### config.mk
export PLATFORM = sky130hd
export DESIGN_NAME = rx_serial_7e1_flat
export DESIGN_NICKNAME = d
export VERILOG_FILES = /design/src/rtl/rx_serial_7e1_if.sv /design/src/rtl/rx_serial_7e1.sv /design/src/flat_wrapper.sv
export SDC_FILE = /design/constraint.sdc
export NUM_CORES = 1
export LEC_CHECK = 0
export ABC_CLOCK_PERIOD_IN_PS = 2300
export CORE_MARGIN = 8
export CORE_UTILIZATION = 56
export CTS_CLUSTER_SIZE = 14
export DETAILED_ROUTE_END_ITERATION = 6
export PLACE_DENSITY = 0.78
export SLEW_MARGIN = 15
export SYNTH_ARGS = -nofsm -noshare
export SYNTH_HDL_FRONTEND = slang
export SYNTH_SLANG_ARGS = --single-unit
### constraint.sdc
create_clock -name clock -period 2.3 [get_ports clock]
set_clock_uncertainty 0.05 [all_clocks]
set_input_delay 0.69 -clock clock [delete_from_list [all_inputs] [get_ports clock]]
set_output_delay 0.69 -clock clock [all_outputs]
set_load 0.01 [all_outputs]
### src/rtl/rx_serial_7e1_if.sv
// Serial-side bundle of the 7E1 receiver: the line in, the decoded character,
// strobe, error flags and debug state out.
interface rx_serial_7e1_if;
    logic       dado_serial;
    logic [6:0] dados_ascii;
    logic       pronto;
    logic       erro_paridade;
    logic       erro_stop;
    logic [3:0] db_estado;

    modport master (
        output dado_serial,
        input  dados_ascii,
        input  pronto,
        input  erro_paridade,
        input  erro_stop,
        input  db_estado
    );

    modport slave (
        input  dado_serial,
        output dados_ascii,
        output pronto,
        output erro_paridade,
        output erro_stop,
        output db_estado
    );
endinterface

### src/rtl/rx_serial_7e1.sv
// 7E1 serial receiver: start, 7 data bits LSB first, even parity, stop.
// Samples mid-bit from a half-bit offset after the start edge.
module rx_serial_7e1 #(
    parameter int CLKS_PER_BIT = 434,
    parameter int N            = 9
) (
    input  logic           clock,
    input  logic           reset,
    rx_serial_7e1_if.slave bus
);

    localparam logic [3:0] ST_IDLE   = 4'd0;
    localparam logic [3:0] ST_START  = 4'd1;
    localparam logic [3:0] ST_DATA   = 4'd2;
    localparam logic [3:0] ST_PARITY = 4'd3;
    localparam logic [3:0] ST_STOP   = 4'd4;
    localparam logic [3:0] ST_DONE   = 4'd5;

    localparam logic [N-1:0] HALF_LAST = N'(CLKS_PER_BIT / 2 - 1);
    localparam logic [N-1:0] BIT_LAST  = N'(CLKS_PER_BIT - 1);
    localparam logic [N-1:0] CNT_ONE   = N'(1);

    // Data bits and the parity bit together must have an even number of ones.
    function automatic logic parity_error(input logic [7:0] frame_bits);
        return ^frame_bits;
    endfunction

    logic         sync1_r;
    logic         s_rx_r;
    logic         s_rx_prev_r;
    logic [3:0]   state_r;
    logic [3:0]   state_nxt_s;
    logic [N-1:0] cnt_r;
    logic [3:0]   bit_idx_r;
    logic [7:0]   shift_r;
    logic [6:0]   dados_r;
    logic         pronto_r;
    logic         erro_par_r;
    logic         erro_stop_r;
    logic         start_edge_s;
    logic         half_tick_s;
    logic         bit_tick_s;
    logic         sample_s;
    logic         restart_cnt_s;

    assign start_edge_s = s_rx_prev_r & ~s_rx_r;
    assign half_tick_s  = (cnt_r == HALF_LAST);
    assign bit_tick_s   = (cnt_r == BIT_LAST);

    // Two-flop synchroniser plus one delay flop for falling-edge detection.
    always_ff @(posedge clock) begin
        if (!reset) begin
            sync1_r     <= 1'b1;
            s_rx_r      <= 1'b1;
            s_rx_prev_r <= 1'b1;
        end else begin
            sync1_r     <= bus.dado_serial;
            s_rx_r      <= sync1_r;
            s_rx_prev_r <= s_rx_r;
        end
    end

    // Next-state decode; sample_s marks a full-bit sampling point.
    always_comb begin
        state_nxt_s = state_r;
        sample_s    = 1'b0;
        case (state_r)
            ST_IDLE: begin
                if (start_edge_s) state_nxt_s = ST_START;
                else              state_nxt_s = ST_IDLE;
            end
            ST_START: begin
                if (half_tick_s) state_nxt_s = s_rx_r ? ST_IDLE : ST_DATA;
                else             state_nxt_s = ST_START;
            end
            ST_DATA: begin
                if (bit_tick_s) begin
                    sample_s    = 1'b1;
                    state_nxt_s = (bit_idx_r == 4'd7) ? ST_PARITY : ST_DATA;
                end else begin
                    state_nxt_s = ST_DATA;
                end
            end
            ST_PARITY: begin
                if (bit_tick_s) begin
                    sample_s    = 1'b1;
                    state_nxt_s = ST_STOP;
                end else begin
                    state_nxt_s = ST_PARITY;
                end
            end
            ST_STOP: begin
                if (bit_tick_s) begin
                    sample_s    = 1'b1;
                    state_nxt_s = ST_DONE;
                end else begin
                    state_nxt_s = ST_STOP;
                end
            end
            ST_DONE: state_nxt_s = ST_IDLE;
            default: state_nxt_s = ST_IDLE;
        endcase
        restart_cnt_s = (state_nxt_s != state_r) | sample_s;
    end

    // State register and bit-timing counter.
    always_ff @(posedge clock) begin
        if (!reset) begin
            state_r <= ST_IDLE;
            cnt_r   <= '0;
        end else begin
            state_r <= state_nxt_s;
            if (restart_cnt_s) cnt_r <= '0;
            else               cnt_r <= cnt_r + CNT_ONE;
        end
    end

    // Shift register, bit index and held outputs; outputs load on the stop
    // sample so they are visible during the DONE cycle.
    always_ff @(posedge clock) begin
        if (!reset) begin
            bit_idx_r   <= 4'd0;
            shift_r     <= 8'd0;
            dados_r     <= 7'd0;
            pronto_r    <= 1'b0;
            erro_par_r  <= 1'b0;
            erro_stop_r <= 1'b0;
        end else begin
            pronto_r <= 1'b0;
            case (state_r)
                ST_IDLE: bit_idx_r <= 4'd0;
                ST_START: begin
                    if (half_tick_s && !s_rx_r) bit_idx_r <= 4'd1;
                    else                        bit_idx_r <= bit_idx_r;
                end
                ST_DATA, ST_PARITY: begin
                    if (bit_tick_s) begin
                        shift_r   <= {s_rx_r, shift_r[7:1]};
                        bit_idx_r <= bit_idx_r + 4'd1;
                    end else begin
                        shift_r   <= shift_r;
                    end
                end
                ST_STOP: begin
                    if (bit_tick_s) begin
                        dados_r     <= shift_r[6:0];
                        erro_par_r  <= parity_error(shift_r);
                        erro_stop_r <= ~s_rx_r;
                        pronto_r    <= 1'b1;
                    end else begin
                        dados_r     <= dados_r;
                    end
                end
                default: bit_idx_r <= bit_idx_r;
            endcase
        end
    end

    assign bus.dados_ascii   = dados_r;
    assign bus.pronto        = pronto_r;
    assign bus.erro_paridade = erro_par_r;
    assign bus.erro_stop     = erro_stop_r;
    assign bus.db_estado     = state_r;

endmodule

### src/flat_wrapper.sv
// flat-port wrapper written by rule: the top's interface ports become plain ports
module rx_serial_7e1_flat 
#(
    parameter int CLKS_PER_BIT = 434,
    parameter int N            = 9
)
  (clock, reset, bus_dado_serial, bus_dados_ascii, bus_pronto, bus_erro_paridade, bus_erro_stop, bus_db_estado);
  rx_serial_7e1_if bus_i ();
  input  logic clock;
  input  logic reset;
  input wire logic [$bits(bus_i.dado_serial)-1:0] bus_dado_serial;
  output wire logic [$bits(bus_i.dados_ascii)-1:0] bus_dados_ascii;
  output wire logic [$bits(bus_i.pronto)-1:0] bus_pronto;
  output wire logic [$bits(bus_i.erro_paridade)-1:0] bus_erro_paridade;
  output wire logic [$bits(bus_i.erro_stop)-1:0] bus_erro_stop;
  output wire logic [$bits(bus_i.db_estado)-1:0] bus_db_estado;
  assign bus_i.dado_serial = bus_dado_serial;
  assign bus_dados_ascii = bus_i.dados_ascii;
  assign bus_pronto = bus_i.pronto;
  assign bus_erro_paridade = bus_i.erro_paridade;
  assign bus_erro_stop = bus_i.erro_stop;
  assign bus_db_estado = bus_i.db_estado;
  rx_serial_7e1 #(.CLKS_PER_BIT(CLKS_PER_BIT), .N(N)) u_core (.clock(clock), .reset(reset), .bus(bus_i));
endmodule
==> run_results.csv, run 1 <==
group,metric,value,unit
logic_synthesis,synth-seq-cells,37,
timing,period_minus_slack,2.19,ns
place,dp_hpwl,2610,um
clock_network,cts_tree,"done",
grt,grt_overflow,0,
power,p_sw,0.260,mW
setup_path,r2r_slack,0.22,ns
floorplan,dieArea,5250,um^2
clock_network,clock_path_buffers,2,
grt,grt_max_degree,22,
logic_synthesis,synth-edff-count,0,
clock_network,path_clk_slew,0.11,ns
power,powerDensity,567,nW/um^2
grt,antenna_found_initial,0,
setup_path,path_buf_inv,1,
worst_hold_path,hold_start,"u_core.sync1_r$_SDFF_PN1_",
logic_synthesis,yosysMostFrequentCell,"dfxtp_1",
grt,grt_pass1_vias,1371,
timing,setup_ws,0.114,ns
logic_synthesis,synth_cell_types,42,
flow_run,maxCapViolCount,0,
drt,dr.pass1.iters,4,
grt,track_usage,14.5,%
worst_hold_path,hold_path_end,"u_core.s_rx_r$_SDFF_PN1_",
clock_network,holdBufCountCts,0,
final_layout,area_growth,14.7,%
outcome,status,"finished clean",
setup_path,max_stage_delay,0.61,ns
timing,hold_violations,0,
power,comb_power_share,5.7,%
worst_hold_path,min_path_cells,1,
timing,max_freq,0.457,GHz
setup_path,rr_worst_depth,7,
power,seqPwrFrac,56.8,%
final_layout,diodes,0,
setup_path,path_cells,"clkdlybuf4s50_1",
floorplan,ios,17,
setup_path,r2r-end,"u_core.bit_idx_r[0]$_SDFFE_PN0P_",
clock_network,cts_inserted_buffers,5,
setup_path,crit_fanout,7,
power,power_leakage,0.776,nW
final_layout,nets,217,
setup_path,critical-path-slowest-cell,"clkdlybuf4s50_1",
setup_path,start_kind,"flip-flop",
drt,vias_per_cell,5.47,
floorplan,design.core.area,3050,um^2
logic_synthesis,yosysSeqAreaShare,41.5,%
clock_network,h-tree-depth,2,
drt,via_count,1389,
setup_path,crit_arrival,1.45,ns
logic_synthesis,synth_top_cell_by_area,"dfxtp_1",
final_layout,num-fill-cells,283,
logic_synthesis,yosys_warnings,0,
drt,drt_iter0_markers,87,
power,vdd_drop_max,0.394,mV
timing,slew_violations,0,
grt,grt_pass1_wl,6020,um
logic_synthesis,synth_top_area_share,41.5,%
setup_path,r2r-start,"u_core.cnt_r[1]$_SDFF_PP0_",
logic_synthesis,syn_area,1780,um^2
logic_synthesis,synth_area_leaders,"dfxtp_1 (42%), mux2i_1 (5.6%), xnor2_1 (5.4%), nand2_1 (4.8%), nor2_1 (4.4%)",
logic_synthesis,syn_inst,190,
drt,wirelength,3560,um
logic_synthesis,syn_area_per_cell,9.38,um^2
logic_synthesis,async_reset_ff_share,0,%
setup_path,worstPathRequired,1.56,ns
timing,finalCritPeriodShare,95.0,%
floorplan,initial_core_util,58.4,%
timing,tns,0,ns
setup_path,crit_path_end_kind,"output port",
logic_synthesis,yosys_most_used_dff,"dfxtp_1",
setup_path,cp_top_family,"buffers and inverters",
clock_network,cts-root-buf,"clkbuf_4",
power,p_int,0.900,mW
timing,rsz0062_at_grt,"false",
place,io_buffers,15,
drt,wire_per_inst,14.0,um
drt,drc_errors,0,
floorplan,placementRows,20,
final_layout,final-seq-area,742,um^2
place,dpl_cell_area,1970,um^2
floorplan,die_y,72.4,um
worst_hold_path,hold_class,"reg -> reg",
floorplan,die_x,72.4,um
clock_network,cts_sinks,37,
timing,finalSetupViolations,0,
final_layout,drive_above_1_share,12.9,%
power,pwr-share-clk,37.5,%
power,switching_share,22.4,%
logic_synthesis,synth_commonest_cells,"dfxtp_1 (37), nand2_1 (23), nor2_1 (21)",
logic_synthesis,syn_nets,197,
clock_network,clk_latency,0.34,ns
clock_network,postCtsSetupBuffers,0,
drt,antenna_left,0,
timing,holdWs,0.376,ns
setup_path,criticalPathCategory,"reg -> out",
place,dp_slack,0.168,ns
place,gp_congestion,0.853,
final_layout,multi_input_area,957,um^2
final_layout,final_area,2040,um^2
==> worst max-delay path by stage <==
stage / from / end / slack (ns) / cells after the start
after global placement: reset / u_core.cnt_r[6]$_SDFF_PP0_ / 0.21 / 6
after floorplan: u_core.bus.db_estado[2]$_SDFF_PN0_ / u_core.cnt_r[0]$_SDFF_PP0_ / 0.42 / 6
final: u_core.bus.db_estado[0]$_SDFF_PN0_ / bus_db_estado[0] / 0.11 / 1
after detailed placement: reset / u_core.cnt_r[6]$_SDFF_PP0_ / 0.17 / 6
after global routing: u_core.bus.db_estado[1]$_SDFF_PN0_ / bus_db_estado[1] / 0.06 / 1
after CTS: u_core.bus.db_estado[0]$_SDFF_PN0_ / bus_db_estado[0] / 0.11 / 1
==> cells by family (layout without fill, tap and decap cells) <==
family,after synthesis,count (layout),share of synthesized area (%)
multiplexers,10,10,5.61
AO/OA/AOI/OAI,34,34,13.9
other,1,1,0.210
flip-flops,37,37,41.5
adder cells (fa/ha/maj),4,4,2.81
buffers and inverters,14,34,5.12
AND/OR/NAND/NOR,74,74,22.9
XOR/XNOR,16,16,7.86
==> repair_timing <==
action / in CTS / in global routing
resized for setup: 1 / 0
hold endpoints to repair: 0 / 0
setup endpoints to repair: 1 / 0
==> sequential cells by signal (all words and copies together) (netlist names) <==
name / count
u_core.bus.pronto: 1
u_core.bus.erro_stop: 1
u_core.cnt_r: 9
u_core.sync1_r: 1
u_core.bus.erro_paridade: 1
u_core.shift_r: 8
u_core.bus.db_estado: 3
u_core.bus.dados_ascii: 7
u_core.s_rx_r: 1
u_core.bit_idx_r: 4
u_core.s_rx_prev_r: 1
==> through the flow <==
step | utilization, % | total power [mW] | instances
finish | 67.0 | 1.16 | 254
global route | 67.0 | 1.20 | 254
CTS | 67.0 | 1.17 | 254
detailed placement | 64.5 | 0.738 | 247
global placement | 64.5 | 0.735 | 247
floorplan | - | 0.722 | 190
==> routing by layer <==
metal / vias up / global-route usage (%) / part of all wire [%]
met3: 7 / 3.58 / 4.0
met4: 0 / 6.89 / 2.0
li1: 689 / - / -
met5: - / 0 / 0
met1: 662 / 17.2 / 47
met2: 31 / 23.8 / 47
==> cells in the final DEF, fill, tap and decap left out, types with 2 or more instances in the layout <==
master and n:
a31oi_1 2, nand3_1 7, dfxtp_1 36, inv_1 6, nor2_1 21, ha_1 4
clkbuf_4 5, nand2_1 23, buf_4 6, nor3_1 4, xnor2_1 11, clkdlybuf4s50_1 15
nand2b_1 3, nor4b_1 2, a21oi_1 13, xor2_1 5, mux2i_1 10, o21ai_0 2
o21a_1 9
==> cell type report <==
cell class              instances  area share, %
clock buffers                   5           1.84
clock inverters                 2           1.71
inverters                       6           1.10
multi-input cells             139           46.8
flip-flops and latches         37           36.3
well taps                      44           2.69
repair buffers                 21           9.55
==> power by group through the flow <==
stage	Clock, mW	Combinational, mW	Sequential [mW]
after floorplan	0	0.0508	0.671
after global placement	0	0.0630	0.672
after detailed placement	0	0.0646	0.673
after CTS	0.449	0.0659	0.659
after global routing	0.466	0.0723	0.660
final	0.436	0.0659	0.659
Note: power is estimated with default switching activity, not from simulation.
==> inputs of run 2 (changes only) <==
Settings changed: TNS_END_PERCENT set to 5.
==> results of run 2 <==
Same layout as run 1: the final DEF is identical, and so are final timing and power.
